`src/rtl/hex_shift_register.sv`:
```
// hex_shift_register
//   WIDTH-bit hold / parallel-load / shift-left / shift-right register with
//   optional rotate. It counts the shifts made since the last load (the count
//   saturates at WIDTH), flags when a full serial word has entered, and drives
//   one active-low seven-segment digit per nibble of q.
//
// Build option: define HEX_DECODE_EN to include the nibble decoders. Without
//   it, hex is tied to all ones (every segment off) and keeps its width.
//
// Parameters
//   WIDTH        register width, a multiple of 4 and at least 4
//   RESET_VALUE  value loaded into q on reset
//   CW           shift counter width (derived, do not override)
// Ports
//   clock   rising-edge clock
//   reset   synchronous active-high reset; overrides every other input
//   en      clock enable; when low, all state holds
//   mode    00 hold, 01 load, 10 shift left, 11 shift right
//   rot     in shift modes, rotate instead of taking sin
//   sin     serial input bit
//   d       parallel load data
//   q       register contents
//   sout    registered copy of the last bit shifted out
//   count   shifts since the last load or reset, saturating at WIDTH
//   full    high when count == WIDTH
//   hex     active-low gfedcba digits; digit i = hex[7i+6:7i], shows q[4i+3:4i]

module hex_seg_digit (
  input  logic [3:0] nib,
  output logic [6:0] seg
);
  always_comb begin
    seg = 7'b1111111;
    case (nib)
      4'h0: seg = 7'b1000000;
      4'h1: seg = 7'b1111001;
      4'h2: seg = 7'b0100100;
      4'h3: seg = 7'b0110000;
      4'h4: seg = 7'b0011001;
      4'h5: seg = 7'b0010010;
      4'h6: seg = 7'b0000010;
      4'h7: seg = 7'b1111000;
      4'h8: seg = 7'b0000000;
      4'h9: seg = 7'b0010000;
      4'hA: seg = 7'b0001000;
      4'hB: seg = 7'b0000011;
      4'hC: seg = 7'b1000110;
      4'hD: seg = 7'b0100001;
      4'hE: seg = 7'b0000110;
      4'hF: seg = 7'b0001110;
      default: seg = 7'b1111111;
    endcase
  end
endmodule

module hex_shift_register #(
  parameter int                WIDTH       = 8,
  parameter logic [WIDTH-1:0]  RESET_VALUE = '0,
  parameter int                CW          = $clog2(WIDTH+1)
) (
  input  logic                   clock,
  input  logic                   reset,
  input  logic                   en,
  input  logic [1:0]             mode,
  input  logic                   rot,
  input  logic                   sin,
  input  logic [WIDTH-1:0]       d,
  output logic [WIDTH-1:0]       q,
  output logic                   sout,
  output logic [CW-1:0]          count,
  output logic                   full,
  output logic [7*(WIDTH/4)-1:0] hex
);
  localparam int DIGITS = WIDTH / 4;
  localparam logic [CW-1:0] CNT_MAX = CW'(WIDTH);

  localparam logic [1:0] M_HOLD  = 2'b00;
  localparam logic [1:0] M_LOAD  = 2'b01;
  localparam logic [1:0] M_LEFT  = 2'b10;
  localparam logic [1:0] M_RIGHT = 2'b11;

  logic [WIDTH-1:0] q_nxt;
  logic             sout_nxt;
  logic [CW-1:0]    count_nxt;
  logic             in_l, in_r;

  // Rotate feeds back the bit leaving the opposite end.
  assign in_l = rot ? q[WIDTH-1] : sin;
  assign in_r = rot ? q[0]       : sin;

  always_comb begin
    q_nxt     = q;
    sout_nxt  = sout;
    count_nxt = count;
    if (en) begin
      case (mode)
        M_HOLD: ;
        M_LOAD: begin
          q_nxt     = d;
          count_nxt = '0;
        end
        M_LEFT: begin
          q_nxt    = {q[WIDTH-2:0], in_l};
          sout_nxt = q[WIDTH-1];
          if (count != CNT_MAX) count_nxt = count + 1'b1;
        end
        M_RIGHT: begin
          q_nxt    = {in_r, q[WIDTH-1:1]};
          sout_nxt = q[0];
          if (count != CNT_MAX) count_nxt = count + 1'b1;
        end
        default: ;
      endcase
    end
  end

  // full is registered from the next count so it moves on the same edge.
  always_ff @(posedge clock) begin
    if (reset) begin
      q     <= RESET_VALUE;
      sout  <= 1'b0;
      count <= '0;
      full  <= 1'b0;
    end else begin
      q     <= q_nxt;
      sout  <= sout_nxt;
      count <= count_nxt;
      full  <= (count_nxt == CNT_MAX);
    end
  end

`ifdef HEX_DECODE_EN
  logic [DIGITS-1:0][6:0] seg;
  for (genvar i = 0; i < DIGITS; i++) begin : g_dig
    hex_seg_digit u_dig (
      .nib (q[4*i +: 4]),
      .seg (seg[i])
    );
  end
  assign hex = seg;
`else
  assign hex = '1;
`endif

endmodule

```
`config.mk`:
```
export PLATFORM = sky130hd
export DESIGN_NAME = hex_shift_register
export DESIGN_NICKNAME = d
export VERILOG_FILES = /design/src/rtl/hex_shift_register.sv
export SDC_FILE = /design/constraint.sdc
export NUM_CORES = 1
export LEC_CHECK = 0
export BUFFER_PORTS_ARGS = -buffer_cell sky130_fd_sc_hd__buf_4
export CAP_MARGIN = 25
export CORE_ASPECT_RATIO = 0.8
export CORE_MARGIN = 2
export CORE_UTILIZATION = 48
export DETAILED_ROUTE_END_ITERATION = 6
export HOLD_SLACK_MARGIN = 0.02
export PLACE_DENSITY = 0.83
export SLEW_MARGIN = 20
export SYNTH_ARGS = -nofsm -noshare
export SYNTH_HDL_FRONTEND = slang
export SYNTH_SLANG_ARGS = --single-unit
export TNS_END_PERCENT = 20
```
`constraint.sdc`:
```
create_clock -name clock -period 2.2 [get_ports clock]
set_input_delay 0.22 -clock clock [delete_from_list [all_inputs] [get_ports clock]]
set_output_delay 0.22 -clock clock [all_outputs]
set_load 0.005 [all_outputs]
```
==> impl_results.md <==
* Outcome: finished, final reports clean
* Largest stage delay, worst path at 430 ps
* DRC Markers at 0
* Post-CTS setup buffers at 0
* FP Rows at 13
* Mapped Area at 883.3 um^2
* Post-DP HPWL at 1307 um
* Core area at 1675 um^2
* Worst R2R Start: count[0]$_SDFF_PP0_
* Crit path launch: count[0]$_SDFF_PP0_
* Peak supply drop at 0.0003178 V
* CTS tree: yes
* Clk slew on worst S/H paths at 90 ps
* Post-synthesis sequential area ratio at 31.73%
* Hold_ws at 212.2 ps
* Setup crit start kind: flip-flop
* Post-synth ARST share at 0%
* Static Leak at 0.4991 nW
* Library cells used by synthesis at 29
* GR Util All Layers at 17.75%
* Clock Sink Count at 14
* RSZ-0062 raised after global routing: no
* Buf/Inv on CP at 1
* DR vias/cell at 5.110
* Synth area leaders: dfxtp_1 32%, buf_4 13%, mux2i_1 10%
* Largest net degree at the start of global routing at 18
* Max frequency at 652.6 MHz
* Worst Path Arrival at 1770 ps
* CP max stage cell: dfxtp_1
* Clock root buffer: clkbuf_4
* FF+latch area at 280.3 um^2
* Setup crit end kind: flip-flop
* R2R setup slack at 670 ps
* CP top delay family: simple AND/OR/NAND/NOR gates
* Mapped Cells at 108
* Reg2reg path depth at 5
* CTS Hold Bufs at 0
* Setup tns final at 0 ps
* CP Depth at 5
* First-pass GRT wire length at 2967 um
* Worst Setup EP: full$_SDFF_PP0_
* Mean area per synthesized cell at 8.179 um^2
* Post-synth EDFFs at 0
* Post-synth top area share at 31.73%
* Area of the multi-input gates at 503.0 um^2
* Port Buffers at 28
* Final Skew at 1.043 ps
* Initial Util at 52.73%
* Die width at 51.96 um
* H-tree levels at 1
* Tcrit/Tclk final at 69.65%
* CP Class: flip-flop to flip-flop
* TritonCTS buffer count at 3
* Drt first pass iters at 4
* Area growth syn-to-layout at 20.54%
* Final Hold Fails at 0
* RR Endpoint: full$_SDFF_PP0_
* Nets at 151
* Final core occ at 63.55%
* Power per cell area at 562.2 nW/um^2
* WL/cell at 11.91 um
* Fin. max-slew vios at 0
* HP Class: input pin to flip-flop
* Post-CTS sizing at 0
* Top-count cell post-synth: buf_4
* CP Data Required Time at 2430 ps
* Antenna Violating Nets Remaining at 0
* Drt initial violations at 2
* Die area at 2202 um^2
* Tmin final at 1532 ps
* Die height at 42.37 um
* Share of cells above drive strength 1 at 25.56%
* MaxCap Viol Count at 0
* DR vias at 792
* Antenna violations before repair at 0
* Synth area leader: dfxtp_1
* Setup violators final at 0
* Fill count at 134
* Critical path fanouts, max at 6
* Final RePlAce weighted congestion at 0.9202
* Inserted Diodes at 0
* Skew-Pair Late Insertion Delay at 280 ps
* Buffer depth of the longest clock path at 2
* Final WL at 1846 um
* Crit path cell chain: inv_1 > ha_1 > and3b_1 > a311oi_1 > and4_1
* Synth cell count leaders: 15 x buf_4, 14 x dfxtp_1, 14 x nor2_1
* #FFs+latches synth at 14
* Number of global-route vias before repair at 667
* Ys Warns at 0
* Number of I/O pins at 43
* Remaining global-route overflow at 0
* Most common flop cell mapped by yosys: dfxtp_1
-- flip-flops by register name (all words and copies together), names as in the netlist --
signal	count
full	1
sout	1
q	8
count	4
-- worst reg2reg max path: stages (launching register included) --
cell	delay (ps)
dfxtp_1	430
inv_1	90
ha_1	190
and3b_1	200
a311oi_1	340
and4_1	230
-- worst min-delay path by stage --
stage                            from                   to  cells after the start
finish                          reset    q[7]$_SDFFE_PP0P_                      2
global route                    reset  count[3]$_SDFF_PP0_                      2
CTS                             reset    q[7]$_SDFFE_PP0P_                      2
detailed placement  sout$_SDFFE_PP0P_    sout$_SDFFE_PP0P_                      2
global placement    sout$_SDFFE_PP0P_    sout$_SDFFE_PP0P_                      2
floorplan                       reset  count[3]$_SDFF_PP0_                      1
-- where the power goes --
part | internal [mW] | switching [mW] | leakage [nW]
clock | 0.101 | 0.0936 | 0.0210
sequential | 0.267 | 0.0163 | 0.115
combinational | 0.0601 | 0.0608 | 0.363
total | 0.428 | 0.171 | 0.499
-- cells by family (layout without fill, tap and decap cells) --
family,Yosys count,after routing,synth area share (%)
AOI/OAI and AO/OA,24,24,17.99
buffers and inverters,22,34,16.86
and+or+nand+nor,36,36,19.97
muxes,9,9,10.20
other,1,14,0.4245
DFF,14,14,31.73
adders and majority gates,2,2,2.832
-- area by class of cell --
class	instances	area share, %
inverters	2	0.7051
repair buffers	28	19.74
multi-input cells	85	47.24
well taps	22	2.585
flip-flops and latches	14	26.32
clock buffers	4	3.408
-- stage by stage --
step                area (um^2)  total power [mW]  instances  setup WS [ps]
finish                     1065            0.5986        155          667.7
global route               1065            0.6277        155          502.5
CTS                        1065            0.5996        155          671.3
detailed placement         1028            0.4093        151          699.1
global placement           1028            0.4067        151          758.0
floorplan                 932.1            0.3751        121          775.2
-- cell usage in the layout (no fill, tap or decap), drive strengths merged --
master and n:
a211oi 7, clkbuf 4, nand2b 2, nor3 1, o21a 1, buf 28
a31oi 1, nand2 10, conb 14, or3 1, mux2i 9, nor4b 1
ha 2, inv 2, o21ai 10, nand3 3, nor2 14, and3b 1
and4 1, nand4 1, a32oi 1, a311oi 2, nand3b 1, a21oi 2
dfxtp 14
-- routing by layer --
layer | vias up | track usage, % | routed length (um)
li1 | 401 | - | -
met1 | 365 | 23.63 | 884
met2 | 24 | 28.35 | 865
met3 | 2 | 3.214 | 79
met4 | 0 | 6.316 | 15
met5 | - | 0 | 0
Power figures use the tool's default switching activity.
